File: src/rtl/fifo_rd_packer.sv
// Read-domain drain stage: pops narrow FIFO words, packs RATIO lanes little-endian into a wide
// word, and presents it through a 2-entry registered valid/ready queue with flush support.
module fifo_rd_packer #(
  parameter int D_SIZE = 8,
  parameter int RATIO  = 4
) (
  input  logic                      i_clk,
  input  logic                      i_rst,
  input  logic                      i_fifo_empty,
  input  logic [D_SIZE-1:0]         i_fifo_data,
  output logic                      o_fifo_inc,
  input  logic                      i_flush,
  output logic                      o_flush_done,
  output logic                      o_valid,
  input  logic                      i_ready,
  output logic [D_SIZE*RATIO-1:0]   o_data,
  output logic [RATIO-1:0]          o_keep,
  output logic                      o_last
);

  localparam int W  = D_SIZE * RATIO;
  localparam int CW = $clog2(RATIO);
  localparam logic [CW-1:0] CNT_LAST = CW'(RATIO - 1);

  logic [CW-1:0]     cnt_q, cnt_d;
  logic [D_SIZE-1:0] acc_q [RATIO-1];
  logic [D_SIZE-1:0] acc_d [RATIO-1];
  logic [1:0]        qc_q, qc_d;
  logic              flush_pending_q, flush_pending_d;
  logic              flush_done_q, flush_done_d;
  logic [W-1:0]      head_data_q, head_data_d, tail_data_q, tail_data_d;
  logic [RATIO-1:0]  head_keep_q, head_keep_d, tail_keep_q, tail_keep_d;
  logic              head_last_q, head_last_d, tail_last_q, tail_last_d;

  logic              space_s, fifo_inc_s, flush_fire_s, qpop_s;
  logic              push_s, push_last_s;
  logic [W-1:0]      push_data_s;
  logic [RATIO-1:0]  push_keep_s;

  assign o_fifo_inc   = fifo_inc_s & ~i_rst;
  assign o_flush_done = flush_done_q;
  assign o_valid      = (qc_q != 2'd0);
  assign o_data       = head_data_q;
  assign o_keep       = head_keep_q;
  assign o_last       = head_last_q;

  // Pop decision, word assembly and packer next state
  always_comb begin
    space_s      = (qc_q != 2'd2);
    fifo_inc_s   = ~i_fifo_empty & ~flush_pending_q & ((cnt_q != CNT_LAST) | space_s);
    flush_fire_s = flush_pending_q & space_s;
    qpop_s       = (qc_q != 2'd0) & i_ready;
    push_s       = 1'b0;
    push_data_s  = '0;
    push_keep_s  = '0;
    push_last_s  = 1'b0;
    cnt_d        = cnt_q;
    acc_d        = acc_q;
    flush_pending_d = flush_pending_q;
    flush_done_d = flush_fire_s;

    if (fifo_inc_s && (cnt_q == CNT_LAST)) begin
      push_s = 1'b1;
      for (int k = 0; k < RATIO - 1; k++) push_data_s[k*D_SIZE +: D_SIZE] = acc_q[k];
      push_data_s[(RATIO-1)*D_SIZE +: D_SIZE] = i_fifo_data;
      push_keep_s = '1;
    end else if (flush_fire_s && (cnt_q != '0)) begin
      // Lanes at or above cnt are stale and must leave as zero
      push_s      = 1'b1;
      push_last_s = 1'b1;
      for (int k = 0; k < RATIO - 1; k++) begin
        if (k < int'(cnt_q)) begin
          push_data_s[k*D_SIZE +: D_SIZE] = acc_q[k];
          push_keep_s[k] = 1'b1;
        end else begin
          push_data_s[k*D_SIZE +: D_SIZE] = '0;
          push_keep_s[k] = 1'b0;
        end
      end
    end else begin
      push_s = 1'b0;
    end

    if (fifo_inc_s) begin
      cnt_d = (cnt_q == CNT_LAST) ? '0 : cnt_q + CW'(1);
      for (int k = 0; k < RATIO - 1; k++) begin
        if (cnt_q == CW'(k)) acc_d[k] = i_fifo_data;
      end
    end else if (flush_fire_s) begin
      cnt_d = '0;
    end else begin
      cnt_d = cnt_q;
    end

    if (flush_fire_s) begin
      flush_pending_d = 1'b0;
    end else if (i_flush) begin
      flush_pending_d = 1'b1;
    end else begin
      flush_pending_d = flush_pending_q;
    end
  end

  // Two-entry output queue; the head registers drive the outputs directly
  always_comb begin
    qc_d        = qc_q;
    head_data_d = head_data_q;
    head_keep_d = head_keep_q;
    head_last_d = head_last_q;
    tail_data_d = tail_data_q;
    tail_keep_d = tail_keep_q;
    tail_last_d = tail_last_q;
    case (qc_q)
      2'd0: begin
        if (push_s) begin
          head_data_d = push_data_s;
          head_keep_d = push_keep_s;
          head_last_d = push_last_s;
          qc_d        = 2'd1;
        end else begin
          qc_d = 2'd0;
        end
      end
      2'd1: begin
        if (push_s && qpop_s) begin
          head_data_d = push_data_s;
          head_keep_d = push_keep_s;
          head_last_d = push_last_s;
        end else if (push_s) begin
          tail_data_d = push_data_s;
          tail_keep_d = push_keep_s;
          tail_last_d = push_last_s;
          qc_d        = 2'd2;
        end else if (qpop_s) begin
          head_data_d = '0;
          head_keep_d = '0;
          head_last_d = 1'b0;
          qc_d        = 2'd0;
        end else begin
          qc_d = 2'd1;
        end
      end
      2'd2: begin
        if (qpop_s) begin
          head_data_d = tail_data_q;
          head_keep_d = tail_keep_q;
          head_last_d = tail_last_q;
          qc_d        = 2'd1;
        end else begin
          qc_d = 2'd2;
        end
      end
      default: begin
        qc_d = 2'd0;
      end
    endcase
  end

  // State registers
  always_ff @(posedge i_clk or posedge i_rst) begin
    if (i_rst) begin
      cnt_q           <= '0;
      for (int k = 0; k < RATIO - 1; k++) acc_q[k] <= '0;
      qc_q            <= 2'd0;
      flush_pending_q <= 1'b0;
      flush_done_q    <= 1'b0;
      head_data_q     <= '0;
      head_keep_q     <= '0;
      head_last_q     <= 1'b0;
      tail_data_q     <= '0;
      tail_keep_q     <= '0;
      tail_last_q     <= 1'b0;
    end else begin
      cnt_q           <= cnt_d;
      acc_q           <= acc_d;
      qc_q            <= qc_d;
      flush_pending_q <= flush_pending_d;
      flush_done_q    <= flush_done_d;
      head_data_q     <= head_data_d;
      head_keep_q     <= head_keep_d;
      head_last_q     <= head_last_d;
      tail_data_q     <= tail_data_d;
      tail_keep_q     <= tail_keep_d;
      tail_last_q     <= tail_last_d;
    end
  end

endmodule
File: config.mk
export PLATFORM = sky130hd
export DESIGN_NAME = fifo_rd_packer
export DESIGN_NICKNAME = d
export VERILOG_FILES = /design/src/rtl/fifo_rd_packer.sv
export SDC_FILE = /design/constraint.sdc
export NUM_CORES = 1
export LEC_CHECK = 0
export ABC_AREA = 1
export BUFFER_PORTS_ARGS = -buffer_cell sky130_fd_sc_hd__buf_2
export CORE_MARGIN = 10
export CORE_UTILIZATION = 42
export CTS_BUF_LIST = sky130_fd_sc_hd__clkbuf_2 sky130_fd_sc_hd__clkbuf_4 sky130_fd_sc_hd__clkbuf_8
export DETAILED_ROUTE_END_ITERATION = 8
export GPL_TIMING_DRIVEN = 0
export RECOVER_POWER = 100
export SYNTH_ARGS = -nofsm -noshare
export SYNTH_HDL_FRONTEND = slang
export SYNTH_SLANG_ARGS = --single-unit
export TNS_END_PERCENT = 50
File: constraint.sdc
create_clock -name i_clk -period 4.85 [get_ports i_clk]
set_input_delay 0.97 -clock i_clk [delete_from_list [all_inputs] [get_ports i_clk]]
set_output_delay 0.97 -clock i_clk [all_outputs]
set_load 0.01 [all_outputs]
==> impl_metrics.json, run 1 <==
{
  "cts_resized": 0,
  "final_cell_area_sq_um": 5580,
  "worst_pin_slew_ns": 2.94,
  "h-tree-depth": 3,
  "slew_headroom_pct": -96.9,
  "synthFlopType": "dfrtp_1",
  "antenna_left": 0,
  "path_clk_slew_ns": 0.10,
  "pwr-share-clk_pct": 16.3,
  "required_ns": 5.08,
  "power.share.sequential_pct": 38.8,
  "cp_num_buf_inv": 4,
  "crit_path_top_delay_cell": "a21oi_1",
  "synth_fa_ha_area_share_pct": 2.49,
  "via_count": 4146,
  "violations": "capacitance limit, slew limit",
  "critical_path_class": "flip-flop to flip-flop",
  "r2r-end": "tail_data_q[28]",
  "slowest_delay_ns": 0.72,
  "syn_avg_cell_area_sq_um": 8.19,
  "grt_max_degree": 65,
  "fin_ws_ns": 1.74,
  "syn-num-nets": 637,
  "synth_compound_area_share_pct": 15.6,
  "synth_xor_xnor_area_share_pct": 0,
  "die_w_um": 129,
  "busiest_layer": "met2",
  "fin_util_pct": 48.3,
  "rr_startpoint": "cnt_q[1]",
  "ys_top_cells_by_count": "nand2_1 (143), dfrtp_1 (104), nor2_1 (86), a21oi_1 (74)",
  "r2r_slack_ns": 1.74,
  "critical_path.endpoint_type": "flip-flop",
  "synth_top_area_share_pct": 51.8,
  "p_comb_share_pct": 44.9,
  "worstHoldEndpoint": "tail_keep_q[0]",
  "synth_edf_count": 0,
  "drv_cap": 1,
  "critical_path.cell_chain": "clkbuf_1, inv_1, ha_1, inv_1, nand2_1, a21oi_1, clkbuf_1, o21ai_0",
  "antenna_found_initial": 0,
  "seq_area_frac_synth_pct": 51.8,
  "worstSetupStartpointType": "flip-flop",
  "vias_per_cell": 5.02,
  "numCtsBuffers": 9,
  "grt_pass1_vias": 4178,
  "swShare_pct": 44.2,
  "finalSetupViolCount": 0,
  "synthArstFlopShare_pct": 100,
  "period_share_pct": 64.0,
  "gp_congestion": 0.814,
  "io_pins": 53,
  "drc": 0,
  "drive_above_1_share_pct": 7.03,
  "postCtsSetupBuffers": 0,
  "crit_cells": 8,
  "ys_warn_count": 0,
  "synth_area_sq_um": 5030,
  "ir_drop_mv": 0.316,
  "use_met2_pct": 25.5,
  "initial_utilization_pct": 43.5,
  "holdPathStages": 1,
  "placed_area_sq_um": 5490,
  "die_area_sq_um": 16700,
  "path_max_fanout": 10,
  "ys_seq_elements": 104,
  "rsz0062_at_grt": "false",
  "grt_util_met1_pct": 22.1,
  "wirelength_mm": 13.0,
  "numPortBuffers": 52,
  "nets": 701,
  "switching_power_uw": 1720,
  "fillers": 1148,
  "grt_usage_pct": 16.5,
  "initialDrtViolationCount": 339,
  "synth_top_area_cell": "dfrtp_1",
  "dp_hpwl_mm": 9.10,
  "synth.most_common_cell": "nand2_1",
  "clk_latency_ns": 0.39,
  "cts_root_buf": "clkbuf_8",
  "power.leakage_uw": 0.00257,
  "finalClockSkew_ns": 0.0110,
  "cts_sinks": 104,
  "die_height_um": 129,
  "post_synth_main_area_contributors": "dfrtp_1 (52%), nand2_1 (11%), a21oi_1 (7.4%)",
  "area_growth_pct": 11.1,
  "hold_class": "flip-flop to flip-flop",
  "cellPowerDensity_nw_per_um2": 697,
  "reg2reg_depth": 8,
  "synth_top_family_by_area": "simple AND/OR/NAND/NOR gates",
  "place_worst_setup_slack_ns": 2.30,
  "synthCells": 614,
  "status": "finished, violations left",
  "use_met3_pct": 4.16,
  "period_needed_ns": 3.11,
  "diodes": 0,
  "hp-start": "tail_keep_q[0]",
  "yosys.area_share.simple_pct": 21.7,
  "finalHoldViolCount": 0,
  "clockBufferDepth": 2,
  "firstDrtPassIters": 4,
  "crit_family": "buffers and inverters",
  "synth.distinct_cells": 26,
  "fmax_ghz": 0.322,
  "grt_pass1_wl_mm": 21.9,
  "core-area_sq_um": 11600,
  "cts_tree": "built",
  "cp.arrival_ns": 3.34,
  "wire_per_inst_um": 15.8,
  "holdBufCountCts": 0,
  "drv_slew": 64,
  "internal_power_uw": 2170,
  "overflow": 0,
  "synthMuxAreaShare_pct": 0,
  "row_count": 39
}
==> placed cells by master, fill, tap and decap left out, drive strengths merged <==
| master | synthesis | routed |
|---|---|---|
| inv | 61 | 61 |
| or2 | 1 | 1 |
| bufinv | 0 | 2 |
| nor2 | 90 | 90 |
| clkinvlp | 0 | 2 |
| o21ai | 62 | 62 |
| o211ai | 8 | 8 |
| o21bai | 1 | 1 |
| buf | 16 | 19 |
| dfrtp | 104 | 104 |
| nand3 | 20 | 20 |
| ha | 10 | 10 |
| clkbuf | 15 | 77 |
| a21oi | 75 | 75 |
| nand2 | 148 | 148 |
| o22ai | 3 | 3 |
==> per-stage QoR <==
stage          TNS, ns  total power (uW)  cells  hold WS (ns)
2_1_floorplan        0              2820    614         0.440
3_3_place_gp    -22.39              3370    809         0.458
3_5_place_dp         0              3420    810         0.463
4_1_cts              0              4050    826         0.487
5_1_grt              0              4270    826         0.502
6_report             0              3890    826         0.487
==> metal layers <==
metal,up-vias,share of wire (%)
met5,-,0
met1,1977,49
met3,17,4.6
met4,0,2.0
met2,74,45
li1,2078,-
==> flip-flops by register name, summed over array words and instances, names as in the netlist <==
| signal | cells |
|---|---|
| tail_keep_q | 4 |
| flush_pending_q | 1 |
| tail_data_q | 32 |
| o_flush_done | 1 |
| o_data | 32 |
| qc_q | 2 |
| o_last | 1 |
| tail_last_q | 1 |
| o_keep | 4 |
| cnt_q | 2 |
| acc_q | 24 |
==> how the worst max path moves through the flow <==
stage | startpoint | end | slack (ns)
6_report | cnt_q[1] | tail_data_q[28] | 1.74
5_1_grt | cnt_q[1] | tail_data_q[28] | 1.53
2_1_floorplan | i_rst | acc_q[0] | 1.15
3_5_place_dp | i_fifo_empty | o_fifo_inc | 2.30
4_1_cts | qc_q[0] | o_fifo_inc | 2.27
3_3_place_gp | i_rst | o_data[8] | -0.22
==> worst reg2reg max path, stage by stage, from the launching register on <==
cell      delay (ns)
dfrtp_1         0.42
clkbuf_1        0.39
inv_1           0.18
ha_1            0.28
inv_1           0.08
nand2_1         0.15
a21oi_1         0.73
clkbuf_1        0.55
o21ai_0         0.18
==> cell families (layout without fill, tap and decap cells) <==
logic type | after synthesis | count (layout)
adder cells (fa/ha/maj) | 10 | 10
buffers and inverters | 92 | 161
AO/OA/AOI/OAI | 149 | 149
flip-flops | 104 | 104
AND/OR/NAND/NOR | 259 | 259
==> area by class of cell <==
class	count	area, sq um	area share (%)
clock inverters	4	76.3	1.37
well taps	143	179	3.20
flip-flops and latches	104	2600	46.6
plain buffers	31	149	2.67
inverters	61	230	4.12
multi-input cells	418	1960	35.2
repair buffers	53	230	4.12
clock buffers	12	153	2.73
==> power by group through the flow <==
| stage | Combinational (uW) | Clock, uW | Sequential (uW) |
|---|---|---|---|
| 3_5_place_dp | 1890 | 0 | 1520 |
| 6_report | 1750 | 634 | 1510 |
| 4_1_cts | 1900 | 641 | 1510 |
| 3_3_place_gp | 1860 | 0 | 1510 |
| 5_1_grt | 2030 | 679 | 1560 |
| 2_1_floorplan | 1260 | 0 | 1550 |
Power figures use the tool's default switching activity.
==> run 2, diff against run 1 <==
ABC_AREA = 0   (was 1)
clock period = 3.1 ns   (was 4.85 ns; I/O delays follow)
==> impl_metrics.json, run 2 <==
{
  "status": "finished, violations left",
  "violations": "capacitance limit, slew limit",
  "grt_max_degree": 43,
  "cts_sinks": 104,
  "area_growth_pct": 10.1,
  "internal_power_uw": 3090,
  "synthCells": 327,
  "reg2reg_depth": 6,
  "critical_path.endpoint_type": "flip-flop",
  "fmax_ghz": 0.365,
  "nets": 415,
  "die_height_um": 126,
  "fin_ws_ns": 0.362,
  "synth_top_area_cell": "dfrtp_1",
  "synth_compound_area_share_pct": 16.2,
  "place_worst_setup_slack_ns": 0.520,
  "p_comb_share_pct": 35.2,
  "worst_pin_slew_ns": 1.71,
  "cts_tree": "built",
  "synthFlopType": "dfrtp_1",
  "crit_end": "o_data[20]",
  "grt_pass1_wl_mm": 17.1,
  "synth_top_area_share_pct": 55.1,
  "initial_utilization_pct": 43.2,
  "synth_xor_xnor_area_share_pct": 0,
  "rr_startpoint": "qc_q[0]",
  "drc": 0,
  "ys_top_cells_by_count": "dfrtp_1 (104), a22o_1 (57), mux2_2 (37), mux2_4 (29), inv_1 (12)",
  "grt_pass1_vias": 3049,
  "row_count": 38,
  "numPortBuffers": 52,
  "drive_above_1_share_pct": 21.7,
  "cts_resized": 0,
  "wire_per_inst_um": 19.1,
  "syn-num-nets": 350,
  "via_count": 2833,
  "antenna_found_initial": 0,
  "finalClockSkew_ns": 0.0102,
  "period_share_pct": 88.3,
  "synth.most_common_cell": "dfrtp_1",
  "synth_top_family_by_area": "multiplexers",
  "finalSetupViolCount": 0,
  "core-area_sq_um": 10900,
  "gp_congestion": 0.748,
  "ir_drop_mv": 0.381,
  "slew_headroom_pct": -13.7,
  "synth.distinct_cells": 36,
  "antenna_left": 0,
  "die_w_um": 126,
  "dp_hpwl_mm": 7.11,
  "synth_fa_ha_area_share_pct": 2.65,
  "required_ns": 3.36,
  "power.share.sequential_pct": 44.4,
  "drv_cap": 1,
  "clk_latency_ns": 0.37,
  "pwr-share-clk_pct": 20.4,
  "wirelength_mm": 10.2,
  "switching_power_uw": 1620,
  "final_cell_area_sq_um": 5200,
  "cellPowerDensity_nw_per_um2": 906,
  "vias_per_cell": 5.28,
  "swShare_pct": 34.4,
  "overflow": 0,
  "diodes": 0,
  "final_cell_mix": "dfrtp_1 (104), a22o_1 (57), clkbuf_1 (50)",
  "synthMuxAreaShare_pct": 18.9,
  "cp.arrival_ns": 3.00,
  "die_area_sq_um": 15900,
  "synth_area_sq_um": 4720,
  "path_clk_slew_ns": 0.10,
  "clockBufferDepth": 2,
  "rsz0062_at_grt": "false",
  "finalHoldViolCount": 0,
  "h-tree-depth": 3,
  "holdBufCountCts": 0,
  "initialDrtViolationCount": 124,
  "seq_area_frac_synth_pct": 55.1,
  "power.leakage_uw": 0.00245,
  "placed_area_sq_um": 5200,
  "critical_path_class": "flip-flop to flip-flop",
  "syn_avg_cell_area_sq_um": 14.4,
  "postCtsSetupBuffers": 0,
  "ys_warn_count": 0,
  "hold_class": "input port to async pin",
  "ys_seq_elements": 104,
  "finalSetupTns_ns": 0,
  "layout_commonest_cell": "dfrtp_1",
  "r2r_slack_ns": 0.36,
  "synthArstFlopShare_pct": 100,
  "synth_edf_count": 0,
  "cp-startpoint": "qc_q[0]",
  "fin_util_pct": 47.5,
  "drv_slew": 30,
  "cts_root_buf": "clkbuf_8",
  "period_needed_ns": 2.74,
  "numCtsBuffers": 9,
  "firstDrtPassIters": 4,
  "post_synth_main_area_contributors": "dfrtp_1 (55%), a22o_1 (11%), mux2_4 (9.2%)",
  "path_max_fanout": 10,
  "grt_usage_pct": 13.3,
  "r2r-end": "o_data[20]",
  "worstSetupStartpointType": "flip-flop",
  "yosys.area_share.simple_pct": 3.98,
  "io_pins": 53,
  "fillers": 1030
}
==> run 2: worst max-delay path: stages, from the launching register on <==
cell and delay, ns:
dfrtp_1 0.43, inv_1 0.13, ha_1 0.38, nor3b_4 0.15, o311ai_2 0.91, buf_6 0.27
mux2_1 0.35
==> run 2: power groups by stage <==
stage	Combinational, uW	Clock [uW]	Sequential [uW]
global route	1840	1030	2160
global placement	1880	0	2090
finish	1660	962	2090
CTS	1930	985	2090
floorplan	1460	0	2090
detailed placement	1920	0	2110
==> run 2: kinds of logic after synthesis <==
group                    Yosys count
flip-flops                       104
AO/OA/AOI/OAI                     84
multiplexers                      70
AND/OR/NAND/NOR                   30
buffers and inverters             29
adder cells (fa/ha/maj)           10
==> run 2: through the flow <==
stage / cells / total power, uW / hold slack [ns]
2_1_floorplan: 327 / 3550 / 0.435
3_3_place_gp: 519 / 3970 / 0.450
3_5_place_dp: 521 / 4030 / 0.465
4_1_cts: 537 / 5000 / 0.397
5_1_grt: 537 / 5030 / 0.407
6_report: 537 / 4710 / 0.354
==> run 2: worst min path at each step <==
stage / slack (ns) / endpoint / cells after the start / start
floorplan: 0.44 / tail_keep_q[0] / 1 / tail_keep_q[0]
global placement: 0.45 / tail_keep_q[0] / 1 / tail_keep_q[0]
detailed placement: 0.46 / tail_keep_q[0] / 1 / tail_keep_q[0]
CTS: 0.40 / tail_last_q / 2 / i_rst
global route: 0.41 / o_data[19] / 2 / i_rst
finish: 0.35 / o_data[10] / 2 / i_rst
==> run 2: area by class of cell <==
cell class / count / area [sq um] / area share, %
Multi-Input combinational cell: 194 / 1820 / 35.0
Inverter: 12 / 48.8 / 0.939
Sequential cell: 104 / 2600 / 50.1
Timing Repair Buffer: 54 / 233 / 4.48
Buffer: 17 / 95.1 / 1.83
Tap cell: 140 / 175 / 3.37
Clock buffer: 11 / 145 / 2.79
Clock inverter: 5 / 78.8 / 1.52
==> run 2: metal layers <==
layer	up-vias	track usage (%)	part of all wire, %
met5	-	0	0
met4	0	6.10	2.2
met3	17	2.81	3.7
met2	51	20.6	46
met1	1431	17.4	48
li1	1334	-	-
